--- config.mk ---
export PLATFORM = sky130hd
export DESIGN_NAME = game_timer
export DESIGN_NICKNAME = d
export VERILOG_FILES = /design/src/rtl/game_timer.sv
export SDC_FILE = /design/constraint.sdc
export NUM_CORES = 1
export LEC_CHECK = 0
export CORE_MARGIN = 4
export CORE_UTILIZATION = 42
export CTS_BUF_LIST = sky130_fd_sc_hd__clkbuf_4 sky130_fd_sc_hd__clkbuf_8
export DETAILED_ROUTE_END_ITERATION = 12
export GPL_ROUTABILITY_DRIVEN = 0
export HOLD_SLACK_MARGIN = 0.08
export PLACE_DENSITY = 0.66
export SYNTH_ARGS = -nofsm -noshare
export SYNTH_HDL_FRONTEND = slang
export SYNTH_SLANG_ARGS = --single-unit
--- constraint.sdc ---
create_clock -name clock_100Mhz -period 2.4 [get_ports clock_100Mhz]
set_input_delay 0.6 -clock clock_100Mhz [delete_from_list [all_inputs] [get_ports clock_100Mhz]]
set_output_delay 0.6 -clock clock_100Mhz [all_outputs]
set_load 0.005 [all_outputs]
--- src/rtl/game_timer.sv ---
// game_timer: prescaled up/down tick counter with start/stop/pause, load,
// clear, terminal-count detection, sticky expiry and low-time warning.
module game_timer #(
   parameter int unsigned CLK_HZ     = 100_000_000,
   parameter int unsigned TICK_HZ    = 1,
   parameter int unsigned WIDTH      = 16,
   parameter int unsigned UP_LIMIT   = 2**WIDTH - 1,
   parameter int unsigned WARN_LEVEL = 10
) (
   input  logic             clock_100Mhz,
   input  logic             reset_n,
   input  logic             start,
   input  logic             stop,
   input  logic             clear,
   input  logic             load,
   input  logic [WIDTH-1:0] load_value,
   input  logic             down,
   output logic [WIDTH-1:0] count,
   output logic             running,
   output logic             tick,
   output logic             done,
   output logic             expired,
   output logic             warn
);

   localparam int unsigned      DIV        = CLK_HZ / TICK_HZ;
   localparam int unsigned      PW         = (DIV > 1) ? $clog2(DIV) : 1;
   localparam logic [PW-1:0]    PRESC_LAST = PW'(DIV - 1);
   localparam logic [WIDTH-1:0] LIMIT      = WIDTH'(UP_LIMIT);
   localparam logic [WIDTH-1:0] LIMIT_M1   = WIDTH'(UP_LIMIT - 1);
   localparam logic [WIDTH-1:0] ONE        = WIDTH'(1);

   logic [WIDTH-1:0] r_count;
   logic [PW-1:0]    r_presc;
   logic             r_running;
   logic             r_tick;
   logic             r_done;
   logic             r_expired;

   logic [WIDTH-1:0] w_count_nxt;
   logic [PW-1:0]    w_presc_nxt;
   logic             w_running_nxt;
   logic             w_tick_nxt;
   logic             w_done_nxt;
   logic             w_expired_nxt;

   logic             w_term_now;
   logic             w_term_next;
   logic             w_tick_due;

   // Count already sits at the terminal value for the current direction
   assign w_term_now  = down ? (r_count == '0) : (r_count >= LIMIT);
   // The upcoming tick lands on the terminal value
   assign w_term_next = down ? (r_count == ONE) : (r_count == LIMIT_M1);
   assign w_tick_due  = r_running & (r_presc == PRESC_LAST);

   // Next-state: control pulses in priority order, then prescaler/tick
   always_comb begin
      w_count_nxt   = r_count;
      w_presc_nxt   = r_presc;
      w_running_nxt = r_running;
      w_expired_nxt = r_expired;
      w_tick_nxt    = 1'b0;
      w_done_nxt    = 1'b0;

      if (clear) begin
         w_count_nxt   = '0;
         w_presc_nxt   = '0;
         w_running_nxt = 1'b0;
         w_expired_nxt = 1'b0;
      end else if (load) begin
         w_count_nxt   = load_value;
         w_presc_nxt   = '0;
         w_running_nxt = 1'b0;
         w_expired_nxt = 1'b0;
      end else if (stop) begin
         // prescaler holds so resume keeps the sub-tick phase
         w_running_nxt = 1'b0;
      end else begin
         if (start && !r_running && !w_term_now) begin
            w_running_nxt = 1'b1;
         end
         if (r_running) begin
            if (w_tick_due) begin
               w_presc_nxt = '0;
               if (w_term_now) begin
                  // direction flipped onto a terminal value: halt, never wrap
                  w_running_nxt = 1'b0;
               end else begin
                  w_tick_nxt  = 1'b1;
                  w_count_nxt = down ? (r_count - ONE) : (r_count + ONE);
                  if (w_term_next) begin
                     w_done_nxt    = 1'b1;
                     w_expired_nxt = 1'b1;
                     w_running_nxt = 1'b0;
                  end
               end
            end else begin
               w_presc_nxt = r_presc + PW'(1);
            end
         end
      end
   end

   // State registers with asynchronous clear
   always_ff @(posedge clock_100Mhz or negedge reset_n) begin
      if (!reset_n) begin
         r_count   <= '0;
         r_presc   <= '0;
         r_running <= 1'b0;
         r_tick    <= 1'b0;
         r_done    <= 1'b0;
         r_expired <= 1'b0;
      end else begin
         r_count   <= w_count_nxt;
         r_presc   <= w_presc_nxt;
         r_running <= w_running_nxt;
         r_tick    <= w_tick_nxt;
         r_done    <= w_done_nxt;
         r_expired <= w_expired_nxt;
      end
   end

   assign count   = r_count;
   assign running = r_running;
   assign tick    = r_tick;
   assign done    = r_done;
   assign expired = r_expired;
   assign warn    = r_running & down & (r_count != '0) &
                    (32'(r_count) <= WARN_LEVEL);

endmodule

After elaboration in Yosys (flattened, before gate mapping)
Cells that the tools add are included.
{"block": "totals", "register_bits": 47, "inputBits": 23, "wordCells": 74}
{"block": "classes", "n_addsub": 3, "magnitude_cmp": 2, "n_eq_ne": 5, "n_mux": 42, "bitwise_logic": 4, "n_reduce_logical": 12}
{"cell": "$mux W27", "count": 5}
{"cell": "$mux W16", "count": 7}
{"cell": "$mux W1", "count": 30}
{"cell": "$add A27 B1 Y27 const B", "count": 1}
{"cell": "$eq A27 B27 Y1 const B", "count": 1}
{"cell": "$add A16 B1 Y16 const B", "count": 1}
{"cell": "$eq A16 B1 Y1 const B", "count": 1}
{"cell": "$eq A16 B16 Y1 const B", "count": 1}
{"cell": "$ge A16 B16 Y1 const B", "count": 1}
{"cell": "$le A16 B4 Y1 const B", "count": 1}
{"cell": "$logic_not A16 Y1", "count": 1}
{"cell": "$reduce_bool A16 Y1", "count": 1}
{"cell": "$sub A16 B1 Y16 const B", "count": 1}
{"cell": "$reduce_bool A3 Y1", "count": 3}
{"cell": "$reduce_and A5 Y1", "count": 1}
{"cell": "$and A1 B1 Y1", "count": 4}
{"cell": "$reduce_and A4 Y1", "count": 1}
{"cell": "$ne A3 B1 Y1 const B", "count": 1}
{"cell": "$ne A3 B3 Y1 const B", "count": 1}
{"cell": "$logic_and A1 B1 Y1", "count": 2}
{"cell": "$logic_not A1 Y1", "count": 2}
{"cell": "$reduce_and A2 Y1", "count": 1}

Longest topological paths before layout
Gate-level depths: netlist (run 1).
{"block": "logic_depth", "ltp_word": 12, "depth_mapped": 9}

Worst setup path after synthesis (run 1)
OpenSTA, ideal clock, no wires.
{"block": "synth_path", "path_kind": "input -> register", "startpoint": "input down", "endpoint": "register r_count[11] (netlist: count[11])", "setup_time_ns": 0.099, "arrival_ns": 2.287, "slack_ns": 0.013, "cell_stages": 8, "path_buffers": 3, "cell_sequence": "nand4b_1 -> or4_1 -> clkbuf_1 -> nand3_1 -> buf_2 -> buf_4 -> o31ai_1 -> a311oi_1"}
{"block": "synth_via", "elab_chain_cells": 7, "elab_cells_between_ends": 10}
{"item": "from (decl)", "line": "17", "text": "input logic down,"}
{"item": "$mux W16", "line": "91", "text": "w_count_nxt = down ? (r_count - ONE) : (r_count + ONE);"}
{"item": "$mux W16", "line": "86", "text": "if (w_term_now) begin"}
{"item": "$mux W16", "line": "84", "text": "if (w_tick_due) begin"}
{"item": "$mux W16", "line": "83", "text": "if (r_running) begin"}
{"item": "$mux W16", "line": "76", "text": "end else if (stop) begin"}
{"item": "$mux W16", "line": "71", "text": "end else if (load) begin"}
{"item": "$mux W16", "line": "66", "text": "if (clear) begin"}
{"item": "to (signal assigned)", "line": "115", "text": "r_count <= w_count_nxt;"}
{"item": "to (decl)", "line": "33", "text": "logic [WIDTH-1:0] r_count;"}
Several ways; a longest one is shown, not always the timed one. The select of a mux whose other input is x is not followed.
A chain may end at the register's enable or synchronous reset.

Worst setup path in the final report (run 1)
{"block": "layout_path", "startpoint": "register r_presc[19]", "endpoint": "register r_count[7] (netlist: count[7])"}
{"block": "layout_via", "elab_chain_cells": 4}
{"item": "from (decl)", "line": "34", "text": "logic [PW-1:0] r_presc;"}
{"item": "from (signal assigned)", "line": "116", "text": "r_presc <= w_presc_nxt;"}
{"item": "$eq A27 B27 Y1", "line": "55", "text": "assign w_tick_due = r_running & (r_presc == PRESC_LAST);"}
{"item": "$and A1 B1 Y1", "line": "55"}
{"item": "$reduce_bool A3 Y1 (no source line)"}
{"item": "$reduce_and A4 Y1 (no source line)"}
Every way passes these cells.

==> key figures, run 1 <==
Pwr
  – Combinational group share of total power: 21.2%
  – Clock power frac: 32.5%
  – Switching Fraction: 26.4%
  – Switching pwr: 0.000473 W
  – Power Dens Cells: 406 mW/mm²
  – Internal Power: 0.00132 W
  – Static leakage: 1.72 nW
  – Power Total: 0.00179 W
  – Worst vdd rail ir drop: 307 µV
  – Seq pwr share: 46.3%

GRT
  – Met3 usage: 3.11%
  – Total track usage: 22.9%
  – Met2 usage: 41.1%
  – Vias in the first global route: 3378
  – First-pass GRT wire length: 16200 µm
  – Largest net degree at the start of global routing: 48
  – GR Overflow Total: 0
  – GRT Max-Usage Layer: met2
  – Initial antenna violation count: 0
  – Met1 Use GR: 28.1%

Synthesis
  – Fraction of registers with async set or reset after synthesis: 100%
  – Seq/Total Area, Yosys: 37.4%
  – Mean area per synthesized cell: 8.59 µm²
  – Syn nets: 395
  – Synth Instances: 366
  – Yosys warning total: 0
  – Yosys reg bits: 47
  – Yosys cell types: 56
  – Post-synthesis cell area: 0.00314 mm²
  – Main flop type after synthesis: dfrtp_1
  – Post-synth EDFFs: 0

Drt
  – Antenna-violating nets left: 0
  – Starting DRC count in detailed routing: 180
  – WL/cell: 17.2 µm
  – Routed WL: 9830 µm
  – Via count: 3354
  – Vias per cell: 5.86
  – TritonRoute pass-1 iters: 5
  – Residual DRC count: 0

Timing
  – Final hold viol count: 0
  – Fmax: 419 MHz
  – RSZ-0062 raised after global routing: yes
  – Worst-Margin Slew: 628 ps
  – Slew Viols, Final: 0
  – Finish-stage setup viols: 0
  – Rel. slew slack: 58.1%
  – Final period util: 99.4%
  – Skew final: 8.20 ps
  – Sum of negative setup slack: 0 ps
  – Final Critical Period: 2390 ps

Clock network
  – H-tree level count: 2
  – CTS tree: yes
  – CTS clock-pin slew for the worst setup and hold paths: 90 ps
  – Hold buffer count at cts: 0
  – CTS Buf Count: 5
  – Clock Sinks: 47
  – Clk_lat worst skew: 300 ps
  – Root Driver: clkbuf_8
  – Deepest clock path buffer count: 2

Worst hold path
  – Hold Path Class: primary input to asynchronous set/reset pin

Final layout
  – Area growth syn-to-layout: 40.6%
  – Commonest non-fill, non-tap cell in the layout: buf_4
  – Multi-input gate area: 0.00190 mm²
  – Fill count: 641
  – Most frequent cells in the layout: buf_4, nor2_1, dfrtp_1
  – Number of nets in the layout: 502
  – Layout cells sized above 1: 24.3%
  – Register Area: 0.00118 mm²
  – Antenna diodes: 0

Die
  – Starting Density: 43.4%
  – # IOs: 44
  – Die W: 94.5 µm
  – Die Y: 94.5 µm
  – Die area: 0.00893 mm²
  – Number of core rows: 31
  – Core Area: 0.00725 mm²

Place
  – IO buf count: 43
  – Final HPWL DP: 7140 µm

Setup path
  – Critical path startpoint category: flop
  – Crit end category: flop
  – Crit Path Category: flop to flop
  – Critical Path AT: 2590 ps
  – Crit path max fanout: 11
  – Critical Path RT: 2610 ps

Outcome
  – Outcome: finished, final reports clean

Job
  – Max-cap violations: 0
[cells in the mapped netlist, types with 11 or more instances]
library cell,number,area (µm²)
nand4_1,15,93.8
xnor2_1,16,140
nor3_1,11,55.1
nor4_1,16,100
nand2_1,26,97.6
nor2_1,52,195
nand3_1,14,70.1
a311oi_1,12,105
dfrtp_1,47,1180
clkbuf_1,17,63.8
or4_1,13,97.6
inv_1,12,45.0
o31ai_1,11,82.6
[area by class of cell]
cell class	count	share of cell area [%]
multi-input combinational	282	43.1
sequential	47	26.6
timing repair buffer	124	24.0
tap	99	2.80
clock buffer	6	1.73
inverter	13	1.10
clock inverter	1	0.679
[routing by layer]
metal  routed length [µm]  up-vias
li1                     -     1586
met1                 4070     1616
met2                 4970      128
met3                  578       24
met4                  214        0
met5                    0        -
[kinds of logic (layout without fill, tap and decap cells)]
group	Yosys count	after routing	share of synthesized area, %
simple gates	185	186	32.7
xor+xnor	23	23	6.41
fa+ha+maj	6	6	2.39
mux	1	1	0.358
compound gates	66	66	15.7
buf+inv	38	144	5.05
flops	47	47	37.4
[worst max-delay path, cell delays in order, from the launching register on]
cell	delay, ps
dfrtp_1	390
or4_4	560
nor4_4	170
buf_4	170
nand3_4	160
or4_1	570
a311oi_2	290
[metrics by stage]
step           std cells  util, %  instance area, µm²  hold slack (ps)  setup WS (ps)
6_report             572     61.0                4420              390           14.3
5_1_grt              572     61.0                4420              439          -83.8
4_1_cts              568     59.5                4320              415         0.0535
3_5_place_dp         557     57.4                4160              488           -587
3_3_place_gp         557     57.4                4160              466           -472
2_1_floorplan        366        -                3140              304           13.1
[repair_timing]
| action | in CTS | in global routing |
|---|---|---|
| buffers inserted | 3 | 4 |
| pin swaps | 3 | 6 |
| endpoints found under the setup margin | 19 | 16 |
| resized for setup | 7 | 16 |
| gates cloned | 1 | 0 |
[power groups by stage]
stage	registers (W)	clock network [W]	logic, W
CTS	0.000830	0.000598	0.000362
global route	0.000835	0.000633	0.000411
finish	0.000831	0.000583	0.000380
floorplan	0.000851	0	0.000137
detailed placement	0.000844	0	0.000355
global placement	0.000844	0	0.000349
[sequential cells by signal (all words and copies together) (netlist names)]
signal and count:
done 1, running 1, expired 1, r_presc 27
count 16, tick 1
[worst paths after layout]
check                            start          end  slack [ps]  depth (start not counted)
max reg2reg                r_presc[19]     count[7]          10                          6
min in group clock_100Mhz  r_presc[24]  r_presc[24]         500                          1
min reg2reg                r_presc[24]  r_presc[24]         500                          1
min                            reset_n     count[3]         390                          2
max                        r_presc[19]     count[7]          10                          6
max in group asynchronous      reset_n     count[1]        1560                          2
Note: power is estimated with default switching activity, not from simulation.
==> run 2, diff against run 1 <==
- CTS_CLUSTER_DIAMETER: default -> 200
==> results of run 2 <==
Same layout as run 1: the final DEF is identical, and so are final timing and power.
==> run 3, diff against run 2 <==
- clock period: 2.4 -> 1.95 ns (I/O delays scaled with it)
==> run 3 against run 2 <==
Net effect: worst setup slack worse by 430 ps; highest routed layer unchanged; fmax is 0.83% higher; sequential share of layout area is 4.7 points lower; critical path depth is 2 higher; non-clock buffer count is 62 higher; final cell count is 11% higher; the flow now finishes with violations (negative setup slack).
==> key figures, run 3 (synthesized netlist as in run 1, its figures left out) <==
Timing
  – Fmax: 423 MHz
  – Skew final: 8.17 ps
  – Finish-stage setup viols: 47
  – RSZ-0062 raised after global routing: yes
  – Final hold viol count: 0
  – Final Critical Period: 2370 ps
  – Sum of negative setup slack: -13060 ps
  – Slack of the critical path: -416 ps
  – Worst-Margin Slew: 454 ps
  – Hold slack: 152 ps
  – Final period util: 121%
  – Rel. slew slack: 69.6%
  – Slew Viols, Final: 0

Die
  – Die Y: 94.5 µm
  – Die area: 0.00893 mm²
  – Die W: 94.5 µm
  – Starting Density: 43.4%
  – # IOs: 44
  – Number of core rows: 31
  – Core Area: 0.00725 mm²

Drt
  – Antenna-violating nets left: 0
  – Via count: 3779
  – Routed WL: 11900 µm
  – Residual DRC count: 0
  – Starting DRC count in detailed routing: 261
  – WL/cell: 18.7 µm
  – Vias per cell: 5.93
  – TritonRoute pass-1 iters: 5

Final layout
  – Area growth syn-to-layout: 71.0%
  – Antenna diodes: 0
  – Largest register FFs: 27
  – Finished Core Util: 74.1%
  – Number of nets in the layout: 566
  – Commonest non-fill, non-tap cell in the layout: buf_4
  – Fill count: 513
  – Top reg by flops: r_presc
  – Layout cells sized above 1: 44.1%
  – Fin area: 0.00538 mm²
  – Register Area: 0.00118 mm²
  – Most frequent cells in the layout: buf_4, dfrtp_1, clkdlybuf4s50_1
  – Multi-input gate area: 0.00227 mm²

Clock network
  – Clk_lat worst skew: 310 ps
  – CTS Buf Count: 5
  – Clock Sinks: 47
  – Root Driver: clkbuf_8
  – H-tree level count: 2
  – Deepest clock path buffer count: 2
  – CTS clock-pin slew for the worst setup and hold paths: 100 ps
  – Hold buffer count at cts: 0
  – CTS tree: yes

Setup path
  – Crit path max fanout: 4
  – Crit end category: flop
  – FF-to-FF path depth: 8
  – Critical Path RT: 2160 ps
  – Critical Path AT: 2580 ps
  – Critical path startpoint category: flop
  – Crit Path Category: flop to flop

GRT
  – Largest net degree at the start of global routing: 48
  – Initial antenna violation count: 0
  – Vias in the first global route: 3716
  – First-pass GRT wire length: 18200 µm
  – GR Overflow Total: 0
  – Total track usage: 26.1%

Outcome
  – Outcome: finished, violations left
  – Failing checks: negative setup slack

Job
  – Max-cap violations: 0

Place
  – Final HPWL DP: 7630 µm
  – IO buf count: 43
  – Post-DP Area: 0.00460 mm²

Pwr
  – Worst vdd rail ir drop: 340 µV
  – Static leakage: 2.13 nW
  – Power Dens Cells: 440 mW/mm²

Worst hold path
  – Hold Path Class: primary input to asynchronous set/reset pin
==> run 3: path summary, 6_finish.rpt <==
check                            from   endpoint  slack (ps)
min reg2reg                   expired    expired         500
min                           reset_n   count[4]         150
max                        r_presc[8]   count[7]        -420
max in group asynchronous     reset_n  count[15]        1550
max reg2reg                r_presc[8]   count[7]        -420
min in group clock_100Mhz     expired    expired         500
==> run 3: timing repair <==
action,4_1_cts,5_1_grt
setup buffers,14,9
endpoints found under the setup margin,48,50
pin swaps,24,31
gates resized for setup,40,76
cloned,5,1
==> run 3: routing by layer <==
layer  share of wire, %  track usage (%)
met1                 39             30.7
met2                 51             46.7
met3                6.5             4.22
met4                3.5             11.2
met5                  0                0
==> run 3: stage by stage <==
stage | power, W | setup WS (ps) | instances
global placement | 0.00153 | -762 | 603
global route | 0.00246 | -494 | 637
finish | 0.00237 | -416 | 637
CTS | 0.00233 | -389 | 629
floorplan | 0.00124 | -240 | 366
detailed placement | 0.00154 | -867 | 603
==> run 3: layout make-up <==
type	count	area share (%)
flip-flops and latches	47	21.9
clock inverters	3	0.861
inverters	13	0.907
multi-input cells	284	42.2
clock buffers	5	1.28
repair buffers	186	30.5
well taps	99	2.30
==> run 3: where the power goes <==
group          leakage (nW)  internal (W)  switching [W]
Clock                0.0548      0.000387       0.000373
Sequential            0.637       0.00100      0.0000332
Combinational          1.43      0.000298       0.000277
Total                  2.13       0.00169       0.000683
==> run 3: critical path, cell delays in order, from the launching register on <==
cell and delay [ps]:
dfrtp_1 400, or4_4 560, nor4_4 140, buf_4 180
buf_12 110, nand3_4 90, buf_12 160, or4_4 420
a311oi_2 220
